**src/rtl/monster_direction_ctrl.sv**
```systemverilog
// Per-monster heading scheduler: collects blocked directions from collision probes over a
// frame, then holds or re-rolls the heading at the next frame start.
module monster_direction_ctrl #(
    parameter int unsigned HOLD_FRAMES = 32,
    parameter logic [1:0]  RESET_DIR   = 2'b00
) (
    input  logic       clk,
    input  logic       resetN,
    input  logic       startOfFrame,
    input  logic       bool_monsterRandomCollision,
    input  logic [1:0] monsterRandomCollisionReq,
    input  logic       wallDrawingRequest,
    input  logic [1:0] random_move,
    output logic [1:0] direction,
    output logic       moveEn,
    output logic [3:0] blockedMask,
    output logic       dirChanged,
    output logic       busy
);

    typedef enum logic [1:0] {
        COLLECT,
        DECIDE,
        SCAN
    } state_t;

    localparam logic [7:0] HOLD_LAST = 8'(HOLD_FRAMES - 1);

    state_t     state;
    logic [3:0] acc;
    logic [7:0] frame_cnt;
    logic [1:0] cand;
    logic [1:0] scan_idx;
    logic       hit;
    logic [3:0] hit_vec;

    assign hit     = bool_monsterRandomCollision && wallDrawingRequest;
    assign hit_vec = hit ? (4'b0001 << monsterRandomCollisionReq) : 4'b0000;

    always_ff @(posedge clk) begin
        if (!resetN) begin
            state       <= COLLECT;
            acc         <= 4'b0000;
            frame_cnt   <= 8'd0;
            cand        <= 2'b00;
            scan_idx    <= 2'b00;
            direction   <= RESET_DIR;
            moveEn      <= 1'b0;
            blockedMask <= 4'b0000;
            dirChanged  <= 1'b0;
            busy        <= 1'b0;
        end else begin
            dirChanged <= 1'b0;
            // Hits seen while deciding already belong to the frame that just started.
            acc        <= acc | hit_vec;
            case (state)
                COLLECT: begin
                    if (startOfFrame) begin
                        blockedMask <= acc | hit_vec;
                        acc         <= 4'b0000;
                        state       <= DECIDE;
                        busy        <= 1'b1;
                    end
                end
                DECIDE: begin
                    if (!blockedMask[direction] && (frame_cnt < HOLD_LAST)) begin
                        frame_cnt <= frame_cnt + 8'd1;
                        moveEn    <= 1'b1;
                        state     <= COLLECT;
                        busy      <= 1'b0;
                    end else begin
                        cand     <= random_move;
                        scan_idx <= 2'b00;
                        state    <= SCAN;
                    end
                end
                SCAN: begin
                    if (!blockedMask[cand]) begin
                        direction  <= cand;
                        moveEn     <= 1'b1;
                        frame_cnt  <= 8'd0;
                        dirChanged <= (cand != direction);
                        state      <= COLLECT;
                        busy       <= 1'b0;
                    end else if (scan_idx == 2'd3) begin
                        // Boxed in on all sides: keep heading, stand still this frame.
                        moveEn    <= 1'b0;
                        frame_cnt <= 8'd0;
                        state     <= COLLECT;
                        busy      <= 1'b0;
                    end else begin
                        cand     <= cand + 2'd1;
                        scan_idx <= scan_idx + 2'd1;
                    end
                end
                default: begin
                    state <= COLLECT;
                    busy  <= 1'b0;
                end
            endcase
        end
    end

endmodule
```
**config.mk**
```make
export PLATFORM = sky130hd
export DESIGN_NAME = monster_direction_ctrl
export DESIGN_NICKNAME = d
export VERILOG_FILES = /design/src/rtl/monster_direction_ctrl.sv
export SDC_FILE = /design/constraint.sdc
export NUM_CORES = 1
export LEC_CHECK = 0
export ABC_AREA = 1
export CORE_MARGIN = 5
export CORE_UTILIZATION = 57
export CTS_CLUSTER_DIAMETER = 30
export DETAILED_ROUTE_END_ITERATION = 8
export GPL_TIMING_DRIVEN = 0
export PLACE_DENSITY = 0.84
export SYNTH_ARGS = -nofsm -noshare
export SYNTH_HDL_FRONTEND = slang
export SYNTH_SLANG_ARGS = --single-unit
```
**constraint.sdc**
```tcl
create_clock -name clk -period 4.15 [get_ports clk]
set_input_delay 0.83 -clock clk [delete_from_list [all_inputs] [get_ports clk]]
set_output_delay 0.83 -clock clk [all_outputs]
set_load 0.02 [all_outputs]
```
==> results.tsv, run 1 <==
metric	value	unit
outcome	complete, no violations	
worstSkewPairLatency	340	ps
drc	0	
drt-initial-drc-count	53	
synth_fa_ha_area_share	1.92	%
cts_tree	yes	
finalSetupTns	0	ps
nNetsFinal	212	
cts_made_buffers	3	
cp.arrival	1430	ps
setup_slack	1890	ps
drv_slew	0	
slew_headroom	70.6	%
cts_root_buffer	clkbuf_4	
synth_edf_count	0	
max_stage_delay	640	ps
multi_input_area	648	µm²
grt_start_max_net_pins	16	
placed_cell_area	0.00151	mm²
io_pins	18	
fill_cells	179	
critPathKind	flop to output pin	
fin_cells	228	
async_reset_ff_share	0	%
irDropWorstVdd	271	µV
rsz0062_at_grt	no	
setup_viol	0	
hold_viol	0	
synth_top_area_share	41.4	%
rows	17	
track_usage	19.2	%
cp-end-kind	output pin	
synth_top_cells_by_area	dfxtp_1 41%, nand2_1 12%, nor2_1 8.6%	
wl_per_cell	12.8	µm
grt_remaining_overflow	0	
worst_hold_path_type	flop to flop	
syn-cell-area	0.00131	mm²
avgSynthCellArea	7.30	µm²
yosysTopAreaCell	dfxtp_1	
start_util	59.6	%
critPathMaxFanout	5	
cp_num_buf_inv	1	
synthSimpleGateAreaFrac	35.9	%
power_density	286	mW/mm²
port_buffers	17	
clk_pin_slew	160	ps
core_area	0.00219	mm²
critPathTopFamily	buffers and inverters	
post-route-period-util	54.4	%
max_cap_violations	0	
gp_congestion	0.765	
cp_cell_sequence	clkdlybuf4s50_1	
syn-num-nets	190	
syn2layout_area_growth	17.8	%
layout_commonest_cell	nand2_1	
fin_hold_ws	452	ps
wirelength	2.91	mm
seqCellArea	541	µm²
layout_common_cells	41 x nand2_1, 30 x nor2_1, 27 x dfxtp_1, 21 x inv_1, 17 x clkdlybuf4s50_1	
synth.distinct_cells	27	
dieArea	0.00335	mm²
synth_top_family_by_area	simple AND/OR/NAND/NOR gates	
drive_above_1_share	12.0	%
dr.pass1.iters	4	
post_cts_buffers	0	
synthXorXnorAreaFrac	1.34	%
fin_area	0.00154	mm²
ys_warn_count	0	
cts_resized	0	
fmax	443	MHz
worstMarginPinSlew	441	ps
ys_seq_elements	27	
crit_required	3320	ps
synth_flop_cell	dfxtp_1	
detail_route.vias_per_cell	5.36	
power_leakage	0.659	nW
dp_cells	224	
die_y	57.9	µm
pre_cts_slack	2050	ps
ctsHoldBuffers	0	
detail-route-antenna-nets	0	
seq_area_frac_synth	41.4	%
die-width	57.9	µm
fin_worst_skew	14.2	ps
first_global_vias	1175	
clock-sinks	27	
start_kind	flop	
synthMuxAreaShare	0	%
h-tree-depth	1	
syn_inst	179	
diodes	0	
vias	1221	
antenna_found_initial	0	
synth-compound-area-share	10.4	%
cp_slowest_cell	clkdlybuf4s50_1	
period_minus_slack	2260	ps
grt_first_pass_wirelength	5.06	mm
hpwl	2.32	mm
cts_buffer_depth	2	
-- Yosys cell counts, types with 2 or more instances --
cell type,instances
nand2_4,2
o22ai_1,4
inv_1,21
inv_2,3
o21ai_0,3
nor2_1,30
a31oi_1,4
nand3_1,9
nand2_2,2
a21oi_1,8
ha_1,2
nand3b_1,3
a21oi_2,2
dfxtp_1,27
nand3_2,7
nand2_1,41
-- cells by family after synthesis --
logic type,count (synthesis)
flops,27
fa+ha+maj,2
xor+xnor,2
compound gates,23
buf+inv,28
simple gates,97
-- power breakdown --
part | switching (mW) | internal (mW) | leakage [nW]
clock | 0.0830 | 0.0363 | 0.0177
sequential | 0.00436 | 0.265 | 0.219
combinational | 0.0289 | 0.0220 | 0.423
-- area by class of cell --
class / instances / share of cell area, %
tap: 28 / 2.28
inverter: 26 / 6.67
buffer: 2 / 0.976
multi-input combinational: 124 / 42.1
clock inverter: 1 / 0.325
timing repair buffer: 17 / 11.1
clock buffer: 3 / 1.46
sequential: 27 / 35.1
-- routing by layer --
metal	vias to the layer above	routed length, µm	track usage (%)
li1	611	-	-
met1	561	1290	24.9
met2	42	1400	30.8
met3	7	154	2.45
met4	0	72	10.6
met5	-	0	0
-- registers in the layout, indices dropped and copies added (netlist names) --
register     flops
dirChanged       1
blockedMask      4
scan_idx         2
acc              4
frame_cnt        8
cand             2
direction        2
moveEn           1
busy             1
state            2
-- final timing paths --
| kind | endpoint | slack (ps) | cells after the start | start |
|---|---|---|---|---|
| worst max-delay path | direction[0] | 1890 | 1 | direction[0]$_SDFFE_PN0P_ |
| worst min-delay path | frame_cnt[6]$_SDFFE_PN0P_ | 450 | 2 | frame_cnt[6]$_SDFFE_PN0P_ |
| worst max register to register | busy$_SDFFE_PN0P_ | 2580 | 10 | frame_cnt[0]$_SDFFE_PN0P_ |
| worst min register to register | frame_cnt[6]$_SDFFE_PN0P_ | 450 | 2 | frame_cnt[6]$_SDFFE_PN0P_ |
-- through the flow --
stage / power, mW / utilization, %
global placement: 0.324 / 69.0
finish: 0.440 / 70.2
detailed placement: 0.326 / 69.0
floorplan: 0.306 / -
global route: 0.460 / 70.2
CTS: 0.439 / 70.2
No activity file was read; power rests on OpenSTA's default activity.
==> run 2: changes to the inputs <==
Settings changed: CORE_UTILIZATION 57 to 53, PLACE_DENSITY 0.84 to 0.79.
Clock period 4.15 ns to 2.3 ns, I/O delays scaled along.
==> run 2 against run 1 <==
  * Wire length is 9.0% lower
  * Final cell count is 0.88% higher
  * Hold slack worse by 6.6 ps
  * Critical path type unchanged
  * Largest cell class unchanged
  * Highest routed layer unchanged
==> results.tsv, run 2 (same netlist as run 1, synthesis figures left out) <==
metric	value	unit
cts_root_buffer	clkbuf_4	
wirelength	2.65	mm
critPathKind	flop to output pin	
syn2layout_area_growth	18.0	%
core_area	0.00241	mm²
cp_cell_sequence	clkdlybuf4s50_1	
rsz0062_at_grt	no	
cts_resized	0	
finalSetupTns	0	ps
clk_pin_slew	150	ps
largest_reg_flops	8	
irDropWorstVdd	449	µV
post_cts_buffers	0	
start_util	54.2	%
die-width	59.6	µm
drv_slew	0	
worstMarginPinSlew	441	ps
drive_above_1_share	12.0	%
power_leakage	0.659	nW
cp_num_cells	1	
vias	1155	
hold_viol	0	
reg.largest.list	frame_cnt: 8 flops, acc: 4 flops, blockedMask: 4 flops	
power.total	0.787	mW
worstSkewPairLatency	330	ps
port_buffers	17	
die_y	59.6	µm
critPathTopFamily	buffers and inverters	
io_pins	18	
min_path_cells	2	
clock-sinks	27	
drc	0	
cp_slowest_cell	clkdlybuf4s50_1	
cp-end-kind	output pin	
drt-initial-drc-count	30	
period_minus_slack	1870	ps
max_stage_delay	640	ps
dieArea	0.00356	mm²
r2r_cells	10	
grt_first_pass_wirelength	4.82	mm
layout_common_cells	41 x nand2_1, 30 x nor2_1, 27 x dfxtp_1, 21 x inv_1, 17 x clkdlybuf4s50_1	
rows	18	
diodes	0	
h-tree-depth	1	
fin_worst_skew	3.91	ps
fmax	536	MHz
detail-route-antenna-nets	0	
worst_hold_path_type	flop to flop	
critPathMaxFanout	5	
fin_hold_ws	445	ps
hpwl	2.07	mm
cts_tree	yes	
max_cap_violations	0	
outcome	complete, no violations	
crit_required	1840	ps
ctsHoldBuffers	0	
r2r_slack	730	ps
detail_route.vias_per_cell	5.02	
nNetsFinal	212	
dr.pass1.iters	4	
regMostFlops	frame_cnt	
post-route-period-util	81.1	%
gp_congestion	0.802	
setup_viol	0	
antenna_found_initial	0	
track_usage	17.6	%
start_kind	flop	
cp_num_buf_inv	1	
cts_buffer_depth	2	
cts_made_buffers	3	
layout_commonest_cell	nand2_1	
grt_remaining_overflow	0	
power_density	511	mW/mm²
grt_start_max_net_pins	16	
first_global_vias	1148	
wl_per_cell	11.5	µm
cp.arrival	1410	ps
slew_headroom	70.6	%
## run 2: cell counts in the layout (fill, tap and decap cells not counted)
Identical to the previous run, type by type.
## run 2: cell type report
cell class              instances  area [µm²]
flip-flops and latches         27         541
inverters                      26         103
fillers                       212         868
clock buffers                   3        22.5
well taps                      30        37.5
plain buffers                   2        15.0
multi-input cells             124         648
repair buffers                 17         170
clock inverters                 1        5.00
## run 2: path summary, 6_finish.rpt
check / startpoint / to
worst max register to register: frame_cnt[0]$_SDFFE_PN0P_ / busy$_SDFFE_PN0P_
worst min register to register: frame_cnt[6]$_SDFFE_PN0P_ / frame_cnt[6]$_SDFFE_PN0P_
worst max-delay path: direction[1]$_SDFFE_PN0P_ / direction[1]
worst min-delay path: frame_cnt[6]$_SDFFE_PN0P_ / frame_cnt[6]$_SDFFE_PN0P_
## run 2: report_power, final
part           switching (mW)  total, mW  internal, mW  leakage, nW
combinational          0.0503     0.0899        0.0396        0.423
clock                   0.145      0.210        0.0653       0.0177
sequential            0.00807      0.487         0.479        0.219
## run 2: layer usage
layer  track usage, %  wire (µm)  up-vias
met1             20.8       1180      522
met4             7.59         19        0
met2             31.5       1400       18
li1                 -          -      613
met3             2.18         58        2
met5                0          0        -
## run 2: worst min-delay path, delay by kind of cell (launching register included)
family	cells	cell delay (ps)
and+or+nand+nor	2	90
DFF	1	340
## run 2: stage by stage
stage / worst slack (ps) / utilization [%] / cell area, µm² / cells
after floorplan: 932 / - / 1310 / 179
after global placement: 600 / 62.8 / 1510 / 226
after detailed placement: 574 / 62.8 / 1510 / 226
after CTS: 423 / 64.0 / 1540 / 230
after global routing: 379 / 64.0 / 1540 / 230
final: 434 / 64.0 / 1540 / 230
==> run 3: changes to the inputs <==
Settings changed: CORE_UTILIZATION 53 to 48, PLACE_DENSITY 0.79 to 0.75.
Clock period 2.3 ns to 1.6 ns, I/O delays scaled along.
==> run 3 against run 2 <==
  * Critical path depth rose by 9
  * Clock-buffer cell count rose by 1
  * Wire length fell by 0.26%
  * Non-clock buffer count rose by 2
  * Largest power group unchanged
==> results.tsv, run 3 (same netlist as run 1, synthesis figures left out) <==
metric	value	unit
outcome	complete, no violations	
power_frac_seq	62.5	%
fin_worst_skew	10.1	ps
drc	0	
clk_pin_slew	140	ps
setup_viol	0	
r2r_cells	10	
first_global_vias	1100	
r2r_end	frame_cnt[3]$_SDFFE_PN0P_	
crit_required	1830	ps
p_switching	0.280	mW
cp.arrival	1730	ps
cp_num_cells	10	
cp-end-kind	flop	
cp_slowest_cell	dfxtp_2	
largest_reg_flops	8	
r2r-start	frame_cnt[0]$_SDFFE_PN0P_	
clock-sinks	27	
port_buffers	17	
rows	19	
max_stage_delay	360	ps
power.total	1.12	mW
critPathMaxFanout	6	
antenna_found_initial	0	
detail-route-antenna-nets	0	
power_leakage	0.742	nW
hold_viol	0	
fin_hold_ws	454	ps
irDropWorstVdd	561	µV
cp_num_buf_inv	1	
layout_common_cells	40 x nand2_1, 30 x nor2_1, 25 x dfxtp_1, 21 x inv_1, 9 x nand3_1	
cts_buffer_depth	2	
r2r_slack	90	ps
min_path_cells	2	
dieArea	0.00386	mm²
cp_cell_sequence	ha_2 -> nand2_2 -> nor2_1 -> nor2_1 -> nand3_2 -> nand2_4 -> buf_4 -> nand2_4 -> nand2_1 -> a21oi_2	
fmax	663	MHz
syn2layout_area_growth	21.2	%
critPathKind	flop to flop	
max_cap_violations	0	
vias	1171	
grt_start_max_net_pins	15	
start_util	48.6	%
worst_hold_path_type	flop to flop	
diodes	0	
drive_above_1_share	14.4	%
worstMarginPinSlew	457	ps
combPwrFrac	11.4	%
grt_first_pass_wirelength	4.46	mm
core_area	0.00269	mm²
gp_congestion	0.787	
regMostFlops	frame_cnt	
dr.pass1.iters	4	
p_int	0.840	mW
grt_remaining_overflow	0	
start_kind	flop	
period_minus_slack	1510	ps
fill_cells	254	
cts_tree	yes	
detail_route.vias_per_cell	5.03	
final_util	58.9	%
drt-initial-drc-count	72	
cts_made_buffers	3	
wl_per_cell	11.3	µm
whs_endpoint	frame_cnt[6]$_SDFFE_PN0P_	
wirelength	2.64	mm
io_pins	18	
layout_commonest_cell	nand2_1	
min_from	frame_cnt[6]$_SDFFE_PN0P_	
reg.largest.list	frame_cnt: 8 flops, acc: 4 flops, blockedMask: 4 flops	
clkPwrFrac	26.1	%
switching_share	25.0	%
drv_slew	0	
worstSkewPairLatency	320	ps
critPathTopFamily	simple AND/OR/NAND/NOR gates	
track_usage	13.7	%
hpwl	2.01	mm
die_y	62.2	µm
cts_root_buffer	clkbuf_4	
nNetsFinal	214	
slew_headroom	69.5	%
post-route-period-util	94.3	%
die-width	62.2	µm
power_density	708	mW/mm²
h-tree-depth	1	
## run 3: how the worst max path moves through the flow
stage | from | end | slack [ps]
CTS | frame_cnt[0]$_SDFFE_PN0P_ | scan_idx[1]$_SDFFE_PN0P_ | 20
global route | frame_cnt[0]$_SDFFE_PN0P_ | moveEn$_SDFFE_PN0P_ | -20
finish | frame_cnt[0]$_SDFFE_PN0P_ | frame_cnt[3]$_SDFFE_PN0P_ | 90
floorplan | frame_cnt[0]$_SDFFE_PN0P_ | busy$_SDFFE_PN0P_ | 230
global placement | resetN | frame_cnt[5]$_SDFFE_PN0P_ | 50
detailed placement | resetN | direction[0]$_SDFFE_PN0P_ | 20
## run 3: repair_timing
item / 4_1_cts / 5_1_grt
setup buffers: 0 / 1
gates cloned: 0 / 1
pin swaps: 0 / 3
resized for setup: 9 / 6
hold buffers: 0 / 0
setup endpoints to repair: 9 / 12
## run 3: cell type report
type	count	area, µm²	area share, %
Buffer	2	18.8	1.19
Clock buffer	4	26.3	1.66
Inverter	26	103	6.48
Multi-Input combinational cell	124	658	41.6
Sequential cell	27	543	34.3
Tap cell	31	38.8	2.45
Timing Repair Buffer	19	195	12.3
## run 3: metal layers
| metal | up-vias | routed length [µm] | GRT usage [%] |
|---|---|---|---|
| met3 | 5 | 63 | 2.52 |
| met5 | - | 0 | 0 |
| met4 | 0 | 40 | 5.69 |
| met2 | 17 | 1330 | 24.1 |
| met1 | 527 | 1210 | 16.2 |
| li1 | 622 | - | - |
## run 3: through the flow
step                      instances  setup WS [ps]  area [µm²]  setup TNS (ps)
after detailed placement        227           16.4        1520               0
after floorplan                 179            232        1310               0
final                           233           91.9        1580               0
after CTS                       231           21.3        1540               0
after global routing            233          -15.7        1580           -51.9
after global placement          227           46.7        1520               0
## run 3: worst min-delay path: stages, from the launching register on
cell	delay, ps
dfxtp_1	340
nand2_1	60
nor2_1	30
## run 3: power by group through the flow
stage	logic, mW	clock network, mW	registers (mW)
2_1_floorplan	0.0724	0	0.720
3_3_place_gp	0.126	0	0.714
3_5_place_dp	0.130	0	0.714
4_1_cts	0.127	0.300	0.699
5_1_grt	0.144	0.330	0.703
6_report	0.128	0.292	0.701
